`src/rtl/cordic_scheduler.sv`:
```
// Round-robin scheduler sharing one cordic_top among N_REQ requesters.
// One job in flight at a time; a response is returned per job, tagged with the requester index.
module cordic_scheduler #(
  parameter int N_REQ   = 4,
  parameter int TIMEOUT = 255
) (
  input  logic                 clk,
  input  logic                 rst,
  input  logic [N_REQ-1:0]     req_valid,
  input  logic [32*N_REQ-1:0]  req_angle,
  output logic [N_REQ-1:0]     req_ready,
  output logic                 resp_valid,
  input  logic                 resp_ready,
  output logic [2:0]           resp_id,
  output logic [31:0]          resp_sin,
  output logic [31:0]          resp_cos,
  output logic                 resp_err,
  output logic                 cor_valid,
  output logic [31:0]          cor_angle,
  input  logic [31:0]          cor_sin,
  input  logic [31:0]          cor_cos,
  input  logic                 cor_done,
  output logic                 busy
);

  localparam int          PW      = (N_REQ > 1) ? $clog2(N_REQ) : 1;
  localparam logic [15:0] TO_LAST = 16'(TIMEOUT - 1);
  localparam logic [31:0] QNAN    = 32'h7FC0_0000;

  typedef enum logic [1:0] {
    IDLE  = 2'd0,
    ISSUE = 2'd1,
    WAIT  = 2'd2,
    RESP  = 2'd3
  } state_t;

  state_t        state;
  logic [PW-1:0] rr_ptr;
  logic [PW-1:0] win_idx;
  logic [PW-1:0] cand;
  logic [PW-1:0] ptr_next;
  logic          win_found;
  logic [2:0]    id_reg;
  logic [15:0]   wait_cnt;
  logic [31:0]   angle_arr [N_REQ];

  for (genvar g = 0; g < N_REQ; g++) begin : g_angle
    assign angle_arr[g] = req_angle[32*g +: 32];
  end

  // First valid requester at or after rr_ptr, wrapping.
  always_comb begin
    win_found = 1'b0;
    win_idx   = '0;
    cand      = '0;
    for (int unsigned i = 0; i < N_REQ; i++) begin
      cand = PW'((32'(rr_ptr) + i) % 32'(N_REQ));
      if (!win_found && req_valid[cand]) begin
        win_found = 1'b1;
        win_idx   = cand;
      end
    end
  end

  assign ptr_next = (win_idx == PW'(N_REQ - 1)) ? '0 : win_idx + 1'b1;

  always_comb begin
    req_ready = '0;
    if (state == IDLE && win_found) req_ready[win_idx] = 1'b1;
  end

  always_ff @(posedge clk or posedge rst) begin
    if (rst) begin
      state      <= IDLE;
      rr_ptr     <= '0;
      id_reg     <= '0;
      wait_cnt   <= '0;
      cor_valid  <= 1'b0;
      cor_angle  <= '0;
      resp_valid <= 1'b0;
      resp_id    <= '0;
      resp_sin   <= '0;
      resp_cos   <= '0;
      resp_err   <= 1'b0;
      busy       <= 1'b0;
    end else begin
      case (state)
        IDLE: begin
          if (win_found) begin
            cor_angle <= angle_arr[win_idx];
            id_reg    <= 3'(win_idx);
            rr_ptr    <= ptr_next;
            cor_valid <= 1'b1;
            busy      <= 1'b1;
            state     <= ISSUE;
          end
        end
        ISSUE: begin
          cor_valid <= 1'b0;
          wait_cnt  <= '0;
          state     <= WAIT;
        end
        WAIT: begin
          wait_cnt <= wait_cnt + 1'b1;
          // done takes priority over a timeout landing on the same cycle
          if (cor_done) begin
            resp_sin   <= cor_sin;
            resp_cos   <= cor_cos;
            resp_err   <= 1'b0;
            resp_id    <= id_reg;
            resp_valid <= 1'b1;
            state      <= RESP;
          end else if (wait_cnt == TO_LAST) begin
            resp_sin   <= QNAN;
            resp_cos   <= QNAN;
            resp_err   <= 1'b1;
            resp_id    <= id_reg;
            resp_valid <= 1'b1;
            state      <= RESP;
          end
        end
        RESP: begin
          if (resp_ready) begin
            resp_valid <= 1'b0;
            busy       <= 1'b0;
            state      <= IDLE;
          end
        end
        default: state <= IDLE;
      endcase
    end
  end

endmodule

```
`config.mk`:
```
export PLATFORM = sky130hd
export DESIGN_NAME = cordic_scheduler
export DESIGN_NICKNAME = d
export VERILOG_FILES = /design/src/rtl/cordic_scheduler.sv
export SDC_FILE = /design/constraint.sdc
export NUM_CORES = 1
export LEC_CHECK = 0
export ABC_CLOCK_PERIOD_IN_PS = 3600
export BUFFER_PORTS_ARGS = -buffer_cell sky130_fd_sc_hd__buf_4
export CORE_MARGIN = 2
export CORE_UTILIZATION = 42
export CTS_CLUSTER_SIZE = 8
export DETAILED_ROUTE_END_ITERATION = 12
export GPL_ROUTABILITY_DRIVEN = 0
export GPL_TIMING_DRIVEN = 0
export PLACE_DENSITY = 0.78
export SYNTH_ARGS = -nofsm -noshare
export SYNTH_HDL_FRONTEND = slang
export SYNTH_SLANG_ARGS = --single-unit
```
`constraint.sdc`:
```
create_clock -name clk -period 3.6 [get_ports clk]
set_input_delay 0.54 -clock clk [delete_from_list [all_inputs] [get_ports clk]]
set_output_delay 0.54 -clock clk [all_outputs]
set_load 0.01 [all_outputs]
```
==> results of run 1 <==
[cells in the mapped netlist (5+ instances only)]
cell type / count / area (um2)
nand3_1: 38 / 190
buf_6: 5 / 56.3
nor2_1: 15 / 56.3
a21oi_1: 9 / 45.0
inv_1: 12 / 45.0
mux2i_1: 35 / 350
ha_1: 8 / 100
dfrtp_1: 124 / 3100
clkbuf_1: 34 / 128
a211o_1: 32 / 280
o22a_1: 20 / 175
o211ai_1: 32 / 240
a22o_1: 46 / 403
o21ai_0: 42 / 210
nand2_1: 55 / 206
[metrics by stage]
stage | instance area (um2) | instances | hold WS (ps) | setup slack, ps | util (%)
floorplan | 6010 | 565 | 441 | 1230 | -
global placement | 8530 | 1050 | 475 | 629 | 61.2
detailed placement | 8590 | 1053 | 483 | 610 | 61.6
CTS | 9190 | 1084 | 219 | 361 | 66.0
global route | 9190 | 1084 | 248 | 193 | 66.0
finish | 9190 | 1084 | 214 | 399 | 66.0
[cell type report]
type	instances	area share [%]
repair buffers	308	25.6
clock inverters	13	1.81
multi-input cells	382	28.6
inverters	12	0.531
clock buffers	18	4.78
well taps	180	2.45
flip-flops and latches	124	33.8
plain buffers	47	2.52
[kinds of logic after synthesis]
family / count (synthesis)
flip-flops: 124
adder cells (fa/ha/maj): 8
buffers and inverters: 59
multiplexers: 38
other: 1
AO/OA/AOI/OAI: 193
AND/OR/NAND/NOR: 134
XOR/XNOR: 8
[path summary, 6_finish.rpt]
kind                        startpoint      endpoint  slack [ps]  depth (start not counted)
max                          rr_ptr[1]  req_ready[1]         400                          7
min                                rst   resp_sin[1]         210                          2
max reg2reg                wait_cnt[0]    resp_id[1]        1110                          8
min reg2reg                  id_reg[1]     id_reg[1]         490                          2
max in group asynchronous          rst    resp_id[1]        2600                          4
min in group clk           cor_cos[25]  resp_cos[25]         350                          2
[layer usage]
metal	global-route usage (%)	routed length, um	vias to the layer above
li1	-	-	2762
met3	7.05	1670	29
met4	9.38	467	0
met1	29.4	7510	2723
met2	45.2	10100	270
met5	0	0	-
[power breakdown]
group	total, mW	switching, mW	internal, mW
Clock	1.76	0.647	1.11
Combinational	3.37	1.71	1.66
Sequential	2.35	0.360	1.99
Total	7.48	2.72	4.76
[worst max-delay path: stages, from the launching register on]
cell     delay, ps
dfrtp_1        440
mux2i_1        270
o22ai_1        230
nor2_1         480
buf_4          320
ha_1           180
and2_1         180
buf_4          160
==> out/results.txt, run 1 <==
f_max - 0.312 GHz
Gates resized, CTS repair - 0
DR vias - 5784
pwr dens - 813 nW/um2
H-tree depth - 4
share of cells above drive strength 1 - 39.4%
crit path time final - 3200 ps
Layout area overhead - 53.0%
sequential-to-total area share from yosys stat - 51.7%
setup tns final - 0 ps
Leak Pwr - 4.43 nW
XOR/XNOR Fraction of Synth Area - 1.17%
count of endpoints failing setup in the final report - 0
Synth Flop Type - dfrtp_1
Rows - 43
Via density - 5.34
dpl hpwl - 15300 um
CP endpoint kind - primary output
Simple-Gate Fraction of Synth Area - 10.3%
FF+latch area - 3100 um2
Initial Utilization - 43.1%
VDD IR max - 383 uV
CTS clock-pin slew for the worst setup and hold paths - 60 ps
initial antenna violation count - 0
WL/cell - 18.3 um
HP Class - input port to async pin
post-synthesis compound-gate area fraction - 24.1%
Max Cap Violations - 0
fillcell total - 1152
Syn Area/Cell - 10.6 um2
Worst slew margin - 58.4%
largest net degree at the start of global routing - 39
CTS max path bufs - 2
GRT Overall Usage - 25.5%
Critical Path RT - 3060 ps
IO Port Bufs - 305
unrepaired setup endpoints after global routing - no
Syn Std Cell Area - 6010 um2
CORE AREA - 13900 um2
mux share of post-synthesis cell area - 6.39%
Final nets - 1100
actual slew at the worst max-slew pin - 623 ps
Yosys Warn Count - 0
number of synthesized flops with an enable pin - 0
vias in the first global route - 5792
CP Max Fanout - 10
unique cell type count in the Yosys netlist - 41
Slew Limit Fails - 0
drt first pass iters - 4
Die H - 124 um
multi-input logic area - 2630 um2
post-synth net total - 773
CTS Root Cell - clkbuf_16
crit path DAT - 2660 ps
commonest non-fill, non-tap cell in the layout - buf_4
fin crit share - 88.9%
remaining global-route overflow - 0
asr flop ratio synth - 100%
Hold-fix buffers, CTS - 0
# IOs - 307
Final Skew - 12.4 ps
number of diodes - 0
drt drc - 0
Syn Inst Count - 565
critical path type - flip-flop to primary output
total clock sinks - 124
largest family of logic cells by synthesized area - compound AO/OA/AOI/OAI gates
Power Total - 7.48 mW
CTS tree - built
ANT nets after route - 0
postcts setup bufs - 0
Synth Register Bits - 124
die area - 15300 um2
Largest regs - cor_angle: 32 flops, resp_cos: 32 flops, resp_sin: 32 flops
CTS buffer count - 17
outcome - completed
Synth Area in Adders - 1.67%
final hold viol count - 0
DIE WIDTH - 124 um
first-pass GRT wire length - 29800 um
crit start category - flip-flop
WL final - 19800 um
Skew-Pair Late Insertion Delay - 410 ps
commonest cells after routing, fill and taps aside - buf_4 (309), dfrtp_1 (124), nand2_1 (55)
First DRT Iteration DRCs - 271
(Power assumes the default switching activity.)
==> run 2: changes to the inputs <==
--- a/config.mk
+++ b/config.mk
@@ -7,13 +7,15 @@
 export LEC_CHECK = 0
 export ABC_CLOCK_PERIOD_IN_PS = 3600
 export BUFFER_PORTS_ARGS = -buffer_cell sky130_fd_sc_hd__buf_4
-export CORE_MARGIN = 2
+export CORE_MARGIN = 1
 export CORE_UTILIZATION = 42
 export CTS_CLUSTER_SIZE = 8
 export DETAILED_ROUTE_END_ITERATION = 12
 export GPL_ROUTABILITY_DRIVEN = 0
 export GPL_TIMING_DRIVEN = 0
 export PLACE_DENSITY = 0.78
+export REMOVE_ABC_BUFFERS = 1
+export SLEW_MARGIN = 20
 export SYNTH_ARGS = -nofsm -noshare
 export SYNTH_HDL_FRONTEND = slang
 export SYNTH_SLANG_ARGS = --single-unit
==> run 2 against run 1 <==
  * Core utilization fell by 0.72 points
  * Highest routed layer unchanged
  * Clock skew fell by 2.5 ps
  * First-iteration DRC count rose by 5.5%
  * Global-route usage rose by 0.42 points
  * Fmax fell by 4.1%
  * Sequential power barely moved
  * Cell count fell by 3.8%
  * Design area fell by 1.1%
  * Worst setup slack got worse by 140 ps
  * Sequential share of layout area rose by 0.37 points
  * Non-clock buffer count fell by 43
  * Count of clock-buffer cells in the layout fell by 1
==> out/results.txt, run 2 (synthesis results as in run 1) <==
Final Skew - 9.94 ps (was 12.4 ps)
Leak Pwr - 4.38 nW (was 4.43 nW)
count of endpoints failing setup in the final report - 0 (unchanged)
Skew-Pair Late Insertion Delay - 410 ps (about the same)
unrepaired setup endpoints after global routing - no (unchanged)
f_max - 0.299 GHz (was 0.312 GHz)
commonest cells after routing, fill and taps aside - buf_4 (305), dfrtp_1 (124), nand2_1 (54) (was buf_4 (309), dfrtp_1 (124), nand2_1 (55))
vias in the first global route - 5750 (was 5792)
CTS max path bufs - 2 (unchanged)
RR Startpoint - rr_ptr[1] (was wait_cnt[0])
CP Max Fanout - 24 (was 10)
outcome - completed (unchanged)
RR Endpoint - cor_angle[20] (was resp_id[1])
crit path time final - 3340 ps (was 3200 ps)
share of cells above drive strength 1 - 41.9% (was 39.4%)
fillcell total - 1180 (was 1152)
sw frac - 36.7% (was 36.3%)
Max Cap Violations - 0 (unchanged)
Rows - 43 (unchanged)
DIE WIDTH - 122 um (was 124 um)
Slew Limit Fails - 0 (unchanged)
Hold-fix buffers, CTS - 0 (unchanged)
actual slew at the worst max-slew pin - 787 ps (was 623 ps)
Net Sw Power - 2.71 mW (was 2.72 mW)
VDD IR max - 373 uV (was 383 uV)
DP Area - 8510 um2 (was 8590 um2)
commonest non-fill, non-tap cell in the layout - buf_4 (unchanged)
fin crit share - 92.8% (was 88.9%)
H-tree depth - 4 (unchanged)
WL final - 19300 um (was 19800 um)
WL/cell - 18.5 um (was 18.3 um)
remaining global-route overflow - 0 (unchanged)
CTS clock-pin slew for the worst setup and hold paths - 50 ps (was 60 ps)
Final nets - 1057 (was 1100)
drt first pass iters - 5 (was 4)
PnR worst setup slack - 260 ps (was 399 ps)
Largest regs - cor_angle: 32 flops, resp_cos: 32 flops, resp_sin: 32 flops (unchanged)
pwr dens - 812 nW/um2 (was 813 nW/um2)
final hold viol count - 0 (unchanged)
CTS Root Cell - clkbuf_16 (unchanged)
initial antenna violation count - 1 (was 0)
Worst slew margin - 47.4% (was 58.4%)
crit start category - flip-flop (unchanged)
Die H - 122 um (was 124 um)
Via density - 5.55 (was 5.34)
first-pass GRT wire length - 29200 um (was 29800 um)
ANT nets after route - 0 (unchanged)
clock power share - 22.5% (was 23.5%)
internal power - 4.67 mW (was 4.76 mW)
largest net degree at the start of global routing - 76 (was 39)
total clock sinks - 124 (unchanged)
Gates resized, CTS repair - 0 (unchanged)
Sequential Power Share - 31.7% (was 31.4%)
logic gate share of total power - 45.8% (was 45.1%)
Layout area overhead - 51.3% (was 53.0%)
R2R Setup Slk - 880 ps (was 1110 ps)
worst slack, placed - 436 ps (was 610 ps)
drt drc - 0 (unchanged)
CORE AREA - 13900 um2 (unchanged)
Critical Path RT - 3060 ps (about the same)
Initial Utilization - 43.1% (unchanged)
DR vias - 5791 (was 5784)
die area - 14800 um2 (was 15300 um2)
postcts setup bufs - 0 (unchanged)
setup tns final - 0 ps (unchanged)
IO Port Bufs - 305 (unchanged)
worst r2r path cells - 7 (was 8)
critical path type - flip-flop to primary output (unchanged)
dpl hpwl - 13800 um (was 15300 um)
CTS tree - built (unchanged)
crit path DAT - 2800 ps (was 2660 ps)
HP Class - input port to async pin (unchanged)
First DRT Iteration DRCs - 286 (was 271)
# IOs - 307 (unchanged)
CP endpoint kind - primary output (unchanged)
GRT Overall Usage - 25.9% (was 25.5%)
CTS buffer count - 17 (unchanged)
final instance area - 9090 um2 (was 9190 um2)
-- run 2: cell type report --
cell class / count / area, um2 / share of cell area (%)
clock buffer: 17 / 425 / 4.68
timing repair buffer: 312 / 2450 / 27.0
clock inverter: 15 / 149 / 1.64
multi-input combinational: 382 / 2680 / 29.5
sequential: 124 / 3100 / 34.1
inverter: 12 / 52.6 / 0.578
antenna: 1 / 2.50 / 0.0275
tap: 180 / 225 / 2.48
-- run 2: worst max-delay path by stage --
stage	from	to	slack (ps)
2_1_floorplan	req_valid[2]	req_ready[1]	-720
3_3_place_gp	req_valid[0]	req_ready[1]	-2880
3_5_place_dp	req_valid[0]	req_ready[2]	440
4_1_cts	rr_ptr[1]	req_ready[1]	230
5_1_grt	rr_ptr[1]	req_ready[2]	70
6_report	rr_ptr[1]	req_ready[1]	260
-- run 2: routing by layer --
| metal | up-vias | part of all wire, % | GRT usage, % |
|---|---|---|---|
| met3 | 33 | 8.2 | 8.57 |
| met5 | - | 0 | 0 |
| met2 | 257 | 51 | 43.8 |
| li1 | 2676 | - | - |
| met1 | 2825 | 38 | 29.4 |
| met4 | 0 | 2.7 | 12.7 |
-- run 2: critical path: stages (launching register included) --
cell     delay [ps]
dfrtp_1         440
mux2i_1         380
o22ai_4         220
buf_16          220
nor2_4          630
ha_1            260
and2_1          120
buf_4           120
-- run 2: power by group through the flow --
stage / Combinational (mW) / Clock [mW] / Sequential [mW]
5_1_grt: 3.67 / 1.75 / 2.41
4_1_cts: 3.40 / 1.69 / 2.34
3_3_place_gp: 3.25 / 0 / 2.32
6_report: 3.38 / 1.66 / 2.34
3_5_place_dp: 3.40 / 0 / 2.34
2_1_floorplan: 1.51 / 0 / 2.57
-- run 2: through the flow --
step                      hold WS, ps  instances  utilization [%]  power (mW)
final                             127       1043             65.2        7.38
after CTS                         123       1042             65.2        7.44
after detailed placement          473       1010             61.1        5.74
after global placement            462       1003             59.5        5.58
after floorplan                   441        518                -        4.07
after global routing              142       1043             65.2        7.83
